===== src/rtl/lfsr_pkg.sv =====
// Shared definitions for LFSR-based generators: FSM states, default
// feedback masks and the Fibonacci step function.
package lfsr_pkg;

    // Widest LFSR the shared step function supports
    localparam int MAX_WIDTH = 64;

    // Maximal-length feedback masks; bit i set means state[i] feeds the XOR.
    // The polynomial term x^e maps to mask bit e-1.
    localparam logic [7:0]  TAPS_8  = 8'hB8;     // x^8+x^6+x^5+x^4+1
    localparam logic [12:0] TAPS_13 = 13'h100D;  // x^13+x^4+x^3+x+1
    localparam logic [15:0] TAPS_16 = 16'hD008;  // x^16+x^15+x^13+x^4+1

    typedef enum logic [1:0] {
        IDLE  = 2'd0,
        SHIFT = 2'd1,
        COUNT = 2'd2
    } state_e;

    // One Fibonacci step: feedback is the parity of the tapped bits, shifted
    // in at bit 0; the result is masked back down to the real width.
    function automatic logic [MAX_WIDTH-1:0] lfsr_next(
        input logic [MAX_WIDTH-1:0] state,
        input logic [MAX_WIDTH-1:0] taps,
        input int                   width
    );
        logic                 fb;
        logic [MAX_WIDTH-1:0] mask;
        fb   = ^(state & taps);
        mask = {MAX_WIDTH{1'b1}} >> (MAX_WIDTH - width);
        return ((state << 1) | {{(MAX_WIDTH-1){1'b0}}, fb}) & mask;
    endfunction

endpackage


===== src/rtl/lfsr_core.sv =====
// Reusable LFSR register: synchronous load (never entering the all-zero
// lockup state) and single-step advance on enable.
module lfsr_core
    import lfsr_pkg::*;
#(
    parameter int               WIDTH = 13,
    parameter logic [WIDTH-1:0] TAPS  = TAPS_13
) (
    input  logic             clk,
    input  logic             rst_n,
    input  logic             load,
    input  logic [WIDTH-1:0] seed,
    input  logic             enable,
    output logic [WIDTH-1:0] state
);

    logic [WIDTH-1:0] lfsr_q;
    logic [WIDTH-1:0] lfsr_d;

    // Next register value: load wins over a step; a zero seed becomes 1
    always_comb begin
        lfsr_d = lfsr_q;
        if (load) begin
            lfsr_d = (seed == '0) ? WIDTH'(1) : seed;
        end else if (enable) begin
            lfsr_d = WIDTH'(lfsr_next(MAX_WIDTH'(lfsr_q), MAX_WIDTH'(TAPS), WIDTH));
        end
    end

    // State register, reset to the non-zero value 1
    always_ff @(posedge clk) begin
        if (!rst_n) begin
            lfsr_q <= WIDTH'(1);
        end else begin
            lfsr_q <= lfsr_d;
        end
    end

    assign state = lfsr_q;

endmodule


===== src/rtl/lfsr_rng.sv =====
// Request-driven random value / random delay generator for the reaction
// timer. Each accepted start optionally reseeds, advances STEPS times,
// publishes the value and, in mode 1, counts down a delay derived from it.
module lfsr_rng
    import lfsr_pkg::*;
#(
    parameter int               WIDTH      = 13,
    parameter logic [WIDTH-1:0] TAPS       = TAPS_13,
    parameter int               STEPS      = 4,
    parameter logic [WIDTH-1:0] DELAY_MASK = 13'h000F,
    parameter int               MIN_DELAY  = 2
) (
    input  logic             clk,
    input  logic             rst_n,
    input  logic             start,
    input  logic             load,
    input  logic [WIDTH-1:0] seed,
    input  logic             mode,
    output logic             busy,
    output logic             valid,
    output logic [WIDTH-1:0] rnd
);

    localparam int STEP_W = (STEPS > 1) ? $clog2(STEPS) : 1;

    state_e            state_q, state_d;
    logic [STEP_W-1:0] step_q, step_d;
    logic [WIDTH:0]    dcnt_q, dcnt_d;
    logic              mode_q, mode_d;
    logic [WIDTH-1:0]  rnd_q, rnd_d;
    logic              busy_q, busy_d;
    logic              valid_q, valid_d;

    logic              core_load;
    logic              core_enable;
    logic [WIDTH-1:0]  lfsr_state;
    logic [WIDTH-1:0]  lfsr_step;

    lfsr_core #(
        .WIDTH (WIDTH),
        .TAPS  (TAPS)
    ) u_core (
        .clk    (clk),
        .rst_n  (rst_n),
        .load   (core_load),
        .seed   (seed),
        .enable (core_enable),
        .state  (lfsr_state)
    );

    // Value the core will hold after the shift happening this cycle
    assign lfsr_step = WIDTH'(lfsr_next(MAX_WIDTH'(lfsr_state), MAX_WIDTH'(TAPS), WIDTH));

    // Request FSM: accept, shift STEPS times, optionally count down, complete
    always_comb begin
        state_d     = state_q;
        step_d      = step_q;
        dcnt_d      = dcnt_q;
        mode_d      = mode_q;
        rnd_d       = rnd_q;
        busy_d      = busy_q;
        valid_d     = 1'b0;
        core_load   = 1'b0;
        core_enable = 1'b0;
        unique case (state_q)
            IDLE: begin
                // The completion cycle also sits in IDLE; starts are refused there
                if (start && !valid_q) begin
                    core_load = load;
                    mode_d    = mode;
                    step_d    = '0;
                    busy_d    = 1'b1;
                    state_d   = SHIFT;
                end
            end
            SHIFT: begin
                core_enable = 1'b1;
                if (step_q == STEP_W'(STEPS - 1)) begin
                    rnd_d = lfsr_step;
                    if (!mode_q) begin
                        valid_d = 1'b1;
                        busy_d  = 1'b0;
                        state_d = IDLE;
                    end else begin
                        dcnt_d  = {1'b0, lfsr_step & DELAY_MASK} + (WIDTH+1)'(MIN_DELAY);
                        state_d = COUNT;
                    end
                end else begin
                    step_d = step_q + STEP_W'(1);
                end
            end
            COUNT: begin
                if (dcnt_q == '0) begin
                    valid_d = 1'b1;
                    busy_d  = 1'b0;
                    state_d = IDLE;
                end else begin
                    dcnt_d = dcnt_q - (WIDTH+1)'(1);
                end
            end
            default: begin
                busy_d  = 1'b0;
                state_d = IDLE;
            end
        endcase
    end

    // Control and result registers; reset overrides any request in flight
    always_ff @(posedge clk) begin
        if (!rst_n) begin
            state_q <= IDLE;
            step_q  <= '0;
            dcnt_q  <= '0;
            mode_q  <= 1'b0;
            rnd_q   <= '0;
            busy_q  <= 1'b0;
            valid_q <= 1'b0;
        end else begin
            state_q <= state_d;
            step_q  <= step_d;
            dcnt_q  <= dcnt_d;
            mode_q  <= mode_d;
            rnd_q   <= rnd_d;
            busy_q  <= busy_d;
            valid_q <= valid_d;
        end
    end

    assign busy  = busy_q;
    assign valid = valid_q;
    assign rnd   = rnd_q;

endmodule


===== config.mk =====
export PLATFORM = sky130hd
export DESIGN_NAME = lfsr_rng
export DESIGN_NICKNAME = d
export VERILOG_FILES = /design/src/rtl/lfsr_pkg.sv /design/src/rtl/lfsr_core.sv /design/src/rtl/lfsr_rng.sv
export SDC_FILE = /design/constraint.sdc
export NUM_CORES = 1
export LEC_CHECK = 0
export BUFFER_PORTS_ARGS = -buffer_cell sky130_fd_sc_hd__buf_4
export CAP_MARGIN = 40
export CELL_PAD_IN_SITES_DETAIL_PLACEMENT = 1
export CELL_PAD_IN_SITES_GLOBAL_PLACEMENT = 1
export CORE_MARGIN = 1.5
export CORE_UTILIZATION = 46
export DETAILED_ROUTE_END_ITERATION = 10
export GPL_TIMING_DRIVEN = 0
export HOLD_SLACK_MARGIN = 0.05
export PLACE_DENSITY_LB_ADDON = 0.2
export SYNTH_ARGS = -nofsm -noshare
export SYNTH_HDL_FRONTEND = slang
export SYNTH_SLANG_ARGS = --single-unit

===== constraint.sdc =====
create_clock -name clk -period 5 [get_ports clk]
set_input_delay 0.75 -clock clk [delete_from_list [all_inputs] [get_ports clk]]
set_output_delay 0.75 -clock clk [all_outputs]
set_load 0.05 [all_outputs]

-- Word-level counts from Yosys, hierarchy flattened
Index checks and enable logic that the tools add are counted.
- logic and storage cells: 64
- bits in registers: 47
- output and inout bits: 15
- input port bits: 18
- reduce and logical (&&, ||, !) cells: 15
- $add $sub $neg: 3
- bitwise logic cells: 1
- equal/unequal tests: 10
- muxes and demuxes: 27
- operator list (cell ; count):
    64-bit parity ; 1
    14-bit two-way mux ; 3
    13-bit two-way mux ; 3
    14-bit case mux with 2 select lines ; 1
    14-bit logical NOT ; 1
    2-bit inequality test (second input constant) ; 7
    14-bit by 1-bit subtractor with 14-bit output (second input constant) ; 1
    13-bit logical NOT ; 1
    13-bit by 1-bit bitwise OR with 13-bit output ; 1
    2-bit two-way mux ; 6
    1-bit two-way mux ; 10
    4-bit AND reduction ; 2
    2-bit case mux with 3 select lines ; 1
    3-bit AND reduction ; 2
    2-bit nonzero test ; 3
    4-bit by 2-bit adder with 5-bit output (second input constant) ; 1
    2-bit equality test (second input constant) ; 2
    2-bit case mux with 2 select lines ; 1
    2-bit AND reduction ; 2
    1-bit case mux with 3 select lines ; 1
    2-bit by 1-bit adder with 2-bit output (second input constant) ; 1
    2-bit by 1-bit equality test with 1-bit output (second input constant) ; 1
    2-bit logical NOT ; 1
    1-bit case mux with 2 select lines ; 1
    2 further kinds ; 2

-- Depth between registers and ports, before layout
Gate-level depths: netlist of run 1.
- depth in word-level cells: 6
- depth in mapped cells: 9
- depth with buffers taken out: 6

-- Hierarchy
From an unflattened synthesis of run 1, not the netlist that was laid out.
- cell total of the unflattened synthesis: 277
- area total of the unflattened synthesis: 2474.9 um^2
- modules (own cells, without submodules) (module ; instances ; area each (um^2) ; cells an instance):
    lfsr_rng ; 1 ; 1800.5 ; 213
    lfsr_core ; 1 ; 674.4 ; 64

-- Worst setup path before layout of run 1
Ideal clock, no wire load.
- path type: register -> register
- from: register state_q[0]
- to: register dcnt_q[5]
- path buffers: 2
- clock period less this slack: 1.871 ns
- library setup time: 0.070 ns
- data required time: 4.930 ns
- arrival: 1.801 ns
- cell stages (with the launch flop): 9
- setup slack: 3.129 ns
- path through: dfxtp_1 -> inv_1 -> ha_1 -> buf_2 -> nor3b_1 -> and4_1 -> buf_2 -> or4_1 -> a21oi_1
- longest elaborated chain between the ends: 3
- ends and longest elaborated chain (item ; line ; RTL):
    start: declaration ; lfsr_rng.sv:26 ; state_e state_q, state_d;
    start signal: assignment ; lfsr_rng.sv:119 ; state_q <= state_d;
    2-bit equality test / 2-bit by 1-bit equality test with 1-bit output (equally long branches) ; lfsr_rng.sv:65 ; unique case (state_q)
    2-bit inequality test (no source line) / 2-bit nonzero test (equally long branches) ; - ;
    4-bit AND reduction (no source line) ; - ;
    end signal: assignment ; lfsr_rng.sv:121 ; dcnt_q <= dcnt_d;
    end: declaration ; lfsr_rng.sv:28 ; logic [WIDTH:0] dcnt_q, dcnt_d;
Several ways; a longest one is shown, not always the timed one.
A chain may end at the register's enable or synchronous reset.

-- Worst setup path in the final report of run 1
Ends and elaborated chain as after synthesis.

==> parameters.txt, run 1 <==
Parameter                              Value

Status
  Status    finished clean

Clock network
  H-tree level count    2
  Post-CTS sizing    0
  Clock latency reported for the late side of the worst-skew pair    around 300 ps
  Number of buffers on the longest clock path    2
  Number of CTS-inserted buffers    5
  CTS tree    built
  Hold Buf Count CTS    0
  Post-CTS Setup Repair Bufs    0
  Root Driver    sky130_fd_sc_hd__clkbuf_8
  CTS Sinks    between 40 and 50
  Post-CTS clock slew at the launch and capture registers of the worst setup and hold paths    approximately 90 ps

Timing
  Fmax    between 400 and 500 MHz
  Relative slew slack    around 66%
  Setup clock skew after layout    around 7.0 ps
  Post-route worst hold slack    458 ps
  Setup_tns    0 ps
  Share of the clock period used by the worst path after layout    ~42%
  Minimum period implied by the final worst setup slack    about 2100 ps
  Setup repair after global routing missed its margin    no
  Final hold vios    0
  Max Transition Viols Final    0
  Slew at the pin closest to its max-slew limit    between 500 and 600 ps
  # setup viols final    0

Routing
  Wirelength per Cell    between 15 and 20 um
  Count of antenna-violating nets left after detailed routing    0
  Number of design-rule violations left by the first detailed-router iteration    90
  Routed via count divided by cell count    about 5.7
  Total wirelength of the detailed-routed design    6080 um
  Total DRC errors in the routed layout    0
  Total number of vias    between 2000 and 2500
  Number of iterations in the first detailed-routing pass    4

Final layout
  Fraction of layout instances using a drive strength above 1    approximately 16%
  Fin nets    around 330
  Area grow syn2layout    18.6%
  Number of inserted filler cells in the final layout    slightly above 600
  Number of diodes    0

Synth
  Flip-flop and latch count after synthesis    between 40 and 50
  Async set-reset flop share out of synthesis    0%
  Share of synthesized area occupied by flip-flops and latches    about two fifths
  Post-synthesis cell type with the largest combined area    sky130_fd_sc_hd__dfxtp_1
  Total nets after synthesis    slightly below 300
  Average footprint of a synthesized cell    between 8 and 9 um2
  Commonest cells in the synthesized netlist    sky130_fd_sc_hd__dfxtp_1, sky130_fd_sc_hd__nand2_1, sky130_fd_sc_hd__a21oi_1
  Synth cell types    50
  Number of synthesized flops with an enable pin    0
  Fraction of post-synthesis cell area in the top cell type by area    between 40 and 50%
  Most instantiated flip-flop cell in the synthesis netlist    sky130_fd_sc_hd__dfxtp_1
  Area of the mapped netlist    2340 um2
  Most frequently used cell type in the post-synthesis netlist    sky130_fd_sc_hd__dfxtp_1
  Post-Synthesis Cells    between 200 and 300
  Leading cell types by total area after synthesis    sky130_fd_sc_hd__dfxtp_1, sky130_fd_sc_hd__mux2i_1, sky130_fd_sc_hd__a21oi_1, sky130_fd_sc_hd__nand2_1, sky130_fd_sc_hd__a211oi_1
  Ys Warns    0

Power
  VDD IR-drop max    approximately 180 uV
  LEAKAGE    approximately 1.1 nW
  Power per standard cell area    293 nW/um2

Global routing
  Overall global routing resource usage    a little under a quarter
  Largest net degree at the start of global routing    15
  GRT overflow    0
  Via count of the first global-routing pass    about 2100
  Antenna violations before repair    0
  Global-route wire length before repair    10100 um

Floorplanning
  Core outline area    just under 5000 um2
  Site row count    25
  Starting density of the core    roughly half
  DIE AREA    approximately 5500 um2
  I/O pin cnt    33
  Die Ht    ~74 um
  Width of the die    between 70 and 80 um

Worst setup path
  Data required time of the worst path    approximately 5200 ps
  Reg2Reg Launch Point    state_q[0]
  R2R Path End    dcnt_q[5]
  End point of the critical path    dcnt_q[5]
  Category of the most critical setup path    register to register
  Category of the worst setup path launch point    register
  Reg2Reg Setup Slack    between 2000 and 3000 ps
  Kind of end point of the critical path    register
  Arrival time at the worst endpoint    between 2000 and 2500 ps
  Beginning of the critical path    state_q[0]
  Worst R2R Path Depth    8
  Largest fanout on the critical path    10

Place
  Count of port buffers added during placement    31
  RD Place Congestion    between 0.7 and 0.8
  HPWL reported at the end of detailed placement    4530 um

Job
  Reported max-cap violation count    0

Min path
  Classification of the worst-slack hold path    register to register
## routing by layer
metal	share of wire (%)	vias to the layer above	global-route usage, %	wire (um)
li1	-	1070	-	-
met1	49	1035	32.4	2980
met2	47	42	38.9	2860
met3	2.9	6	4.07	177
met4	1.0	0	6.67	63
met5	0	-	0	0
## cell type report
class / instances / area [um2] / area share, %
timing repair buffer: 31 / 233 / 8.39
inverter: 7 / 26.3 / 0.948
clock inverter: 2 / 35.0 / 1.26
tap: 67 / 83.8 / 3.02
multi-input combinational: 200 / 1300 / 46.8
clock buffer: 6 / 82.6 / 2.98
sequential: 47 / 941 / 33.9
buffer: 17 / 72.6 / 2.62
## registers in the layout, summed over array words and instances (netlist names)
register,cells
busy,1
dcnt_q,14
mode_q,1
rnd,13
state_q,2
step_q,2
u_core.state,13
valid,1
## per-stage QoR
stage	setup slack, ps	total power, mW	instance area (um2)	util [%]	cells
after global routing	2710	0.849	2770	57.6	377
after detailed placement	2820	0.528	2660	55.1	369
final	2880	0.811	2770	57.6	377
after CTS	2880	0.820	2770	57.6	377
after global placement	2850	0.523	2660	55.1	369
after floorplan	3130	0.490	2340	-	271
## where the power goes
group / leakage [nW] / switching, mW / internal [mW]
sequential: 0.382 / 0.0161 / 0.389
combinational: 0.610 / 0.0645 / 0.0505
clock: 0.0612 / 0.129 / 0.162
## cells in the final DEF, fill, tap and decap left out, types with 4 or more instances in the layout
| master | count |
|---|---|
| sky130_fd_sc_hd__nand2_1 | 32 |
| sky130_fd_sc_hd__nand3_1 | 6 |
| sky130_fd_sc_hd__nor2_1 | 22 |
| sky130_fd_sc_hd__o31ai_1 | 9 |
| sky130_fd_sc_hd__a211oi_1 | 13 |
| sky130_fd_sc_hd__clkbuf_8 | 6 |
| sky130_fd_sc_hd__or3_1 | 4 |
| sky130_fd_sc_hd__ha_1 | 6 |
| sky130_fd_sc_hd__clkbuf_1 | 11 |
| sky130_fd_sc_hd__a21oi_1 | 26 |
| sky130_fd_sc_hd__or4_1 | 7 |
| sky130_fd_sc_hd__inv_1 | 6 |
| sky130_fd_sc_hd__xnor2_1 | 4 |
| sky130_fd_sc_hd__nor4_1 | 4 |
| sky130_fd_sc_hd__buf_4 | 32 |
| sky130_fd_sc_hd__buf_2 | 4 |
| sky130_fd_sc_hd__dfxtp_1 | 47 |
| sky130_fd_sc_hd__o21ai_0 | 4 |
| sky130_fd_sc_hd__nand2b_1 | 5 |
| sky130_fd_sc_hd__mux2i_1 | 17 |
## worst min-delay path by stage
stage                               start  endpoint  depth (start not counted)
after detailed placement          rnd[10]   rnd[10]                          2
after global routing              rnd[10]   rnd[10]                          2
after global placement             rnd[8]    rnd[8]                          2
final                             rnd[10]   rnd[10]                          2
after floorplan           u_core.state[4]    rnd[5]                          2
after CTS                         rnd[10]   rnd[10]                          2
## kinds of logic after synthesis
kind of cell | count (synthesis) | share of synthesized area, %
AO/OA/AOI/OAI | 68 | 19.2
flip-flops | 47 | 40.2
XOR/XNOR | 4 | 1.50
adder cells (fa/ha/maj) | 6 | 3.21
AND/OR/NAND/NOR | 105 | 24.3
multiplexers | 17 | 7.28
buffers and inverters | 24 | 4.23
## worst max-delay path: stages, from the launching register on
cell,delay (ps)
sky130_fd_sc_hd__dfxtp_1,370
sky130_fd_sc_hd__inv_1,80
sky130_fd_sc_hd__ha_1,190
sky130_fd_sc_hd__buf_2,180
sky130_fd_sc_hd__nor3b_1,170
sky130_fd_sc_hd__and4_1,240
sky130_fd_sc_hd__buf_2,190
sky130_fd_sc_hd__or4_1,500
sky130_fd_sc_hd__a21oi_1,150
Note: power is estimated with default switching activity, not from simulation.
==> run 2: changes to the inputs <==
Settings changed: CORE_UTILIZATION 46 to 38.
Clock period 5 ns to 1.8 ns, I/O delays scaled along.
==> parameters.txt, run 2 (synthesis results as in run 1) <==
Parameter                              Value

Power
  Clock power share    31.9%
  VDD IR-drop max    about 340 uV
  Portion of total power attributed to sequential cells    51.7%
  Final total power    approximately 2.2 mW
  Internal Power    between 1.5 and 2 mW
  Proportion of power drawn by combinational gates    around 16%
  Switching power as a share of total power    between 20% and 30%
  Switching power total    approximately 0.63 mW
  Power per standard cell area    695 nW/um2
  LEAKAGE    approximately 1.2 nW

Final layout
  Most common cell after layout, fill and taps aside    sky130_fd_sc_hd__buf_4
  Non-Filler Instances    slightly above 400
  Largest reg by FF count    dcnt_q
  Fraction of layout instances using a drive strength above 1    between 30% and 40%
  Fin nets    around 350
  Number of diodes    0
  Number of inserted filler cells in the final layout    approximately 700
  Area grow syn2layout    34.5%
  Core Util, Final    roughly 53%
  Flip-flop count of the largest register, all copies and words added    14
  Leading cell types in the layout, fill and taps excluded    sky130_fd_sc_hd__buf_4, sky130_fd_sc_hd__dfxtp_1, sky130_fd_sc_hd__nand2_1

Job
  Reported max-cap violation count    0

Clock network
  CTS Sinks    47
  H-tree level count    2
  Root Driver    sky130_fd_sc_hd__clkbuf_8
  CTS tree    built
  Number of buffers on the longest clock path    2
  Clock latency reported for the late side of the worst-skew pair    300 ps
  Number of CTS-inserted buffers    5
  Hold Buf Count CTS    0
  Post-CTS clock slew at the launch and capture registers of the worst setup and hold paths    90 ps

Global routing
  Met2 global-route usage    31.4%
  Routing layer with the top usage in global route    met2
  Fraction of met1 tracks used by global routing    between 20% and 30%
  Antenna violations before repair    0
  Via count of the first global-routing pass    between 2000 and 2500
  Overall global routing resource usage    20.1%
  Largest net degree at the start of global routing    16
  GRT overflow    0
  Global-route wire length before repair    a little over 10000 um
  Met3 GRT Util    around 3.7%

Worst setup path
  Cell at the slowest stage of the critical path    sky130_fd_sc_hd__or4_1
  Category of the most critical setup path    register to register
  Largest fanout on the critical path    6
  Arrival time at the worst endpoint    2160 ps
  Data required time of the worst path    2030 ps
  Kind of end point of the critical path    register
  Critical path buffer and inverter count    1
  Worst path top cell family by delay    simple AND/OR/NAND/NOR gates
  Sequence of cells on the critical path    buf_4 -> nor4_4 -> o211ai_1 -> or4_1 -> a21oi_1
  Category of the worst setup path launch point    register
  Critical path's largest stage delay    560 ps

Timing
  # setup viols final    5
  Post-route worst hold slack    ~240 ps
  Minimum setup slack in the final design    -130 ps
  Setup repair after global routing missed its margin    yes
  Slew at the pin closest to its max-slew limit    roughly 530 ps
  Share of the clock period used by the worst path after layout    107%
  Relative slew slack    roughly two thirds
  Max Transition Viols Final    0
  Minimum period implied by the final worst setup slack    ~1900 ps
  Final hold vios    0
  Setup_tns    -312 ps
  Fmax    slightly above 500 MHz
  Setup clock skew after layout    a little over 4 ps

Routing
  Total wirelength of the detailed-routed design    approximately 7300 um
  Routed via count divided by cell count    5.66
  Count of antenna-violating nets left after detailed routing    0
  Wirelength per Cell    about 18 um
  Total number of vias    around 2300
  Number of iterations in the first detailed-routing pass    4
  Total DRC errors in the routed layout    0
  Number of design-rule violations left by the first detailed-router iteration    a little under 80

Status
  Status    complete, but fails checks
  Violated checks    negative setup slack

Floorplanning
  DIE AREA    6630 um2
  Width of the die    between 80 and 90 um
  Die Ht    just over 80 um
  Core outline area    5920 um2
  I/O pin cnt    33
  Site row count    28
  Starting density of the core    between 30% and 40%

Place
  RD Place Congestion    about 0.79
  HPWL reported at the end of detailed placement    roughly 4500 um
  Count of port buffers added during placement    31
  Placed instance count    ~380

Min path
  Classification of the worst-slack hold path    input port to register
-- run 2: power groups by stage --
| stage | Sequential [mW] | Clock (mW) | Combinational, mW |
|---|---|---|---|
| floorplan | 1.14 | 0 | 0.218 |
| global placement | 1.15 | 0 | 0.311 |
| detailed placement | 1.15 | 0 | 0.316 |
| CTS | 1.13 | 0.711 | 0.330 |
| global route | 1.13 | 0.739 | 0.392 |
| finish | 1.13 | 0.696 | 0.359 |
-- run 2: worst min-delay path, delay by kind of cell --
| family | cells | cell delay [ps] |
|---|---|---|
| simple gates | 1 | 70 |
| buf+inv | 1 | 110 |
| compound gates | 1 | 50 |
-- run 2: what timing repair did --
| item | CTS | global route |
|---|---|---|
| cloned | 0 | 2 |
| pin swaps | 1 | 11 |
| resized for setup | 24 | 30 |
| setup endpoints to repair | 25 | 31 |
| setup buffers | 4 | 15 |
-- run 2: metal layers --
| layer | wire length (um) | vias up |
|---|---|---|
| met5 | 0 | - |
| met4 | 151 | 0 |
| met3 | 189 | 15 |
| met2 | 3530 | 42 |
| met1 | 3380 | 1125 |
| li1 | - | 1111 |
-- run 2: path summary, 6_finish.rpt --
path / endpoint / slack, ps / cells past startpoint / start
setup / recovery: dcnt_q[13] / -130 / 5 / dcnt_q[1]
hold reg to reg: rnd[10] / 460 / 2 / rnd[10]
setup reg to reg: dcnt_q[13] / -130 / 5 / dcnt_q[1]
hold / removal: mode_q / 240 / 3 / mode
-- run 2: stage by stage --
stage                     instance area, um2  worst slack [ps]
after detailed placement                2680              -204
after CTS                               2880             -67.5
after global routing                    3140              -256
after global placement                  2680              -162
final                                   3140              -130
after floorplan                         2360              1.12
-- run 2: layout make-up --
class | count | area, um2 | share of cell area (%)
Buffer | 16 | 100 | 3.18
Clock buffer | 6 | 82.6 | 2.63
Clock inverter | 2 | 16.3 | 0.517
Inverter | 7 | 33.8 | 1.07
Multi-Input combinational cell | 200 | 1430 | 45.6
Sequential cell | 47 | 960 | 30.5
Tap cell | 75 | 93.8 | 2.98
Timing Repair Buffer | 52 | 425 | 13.5
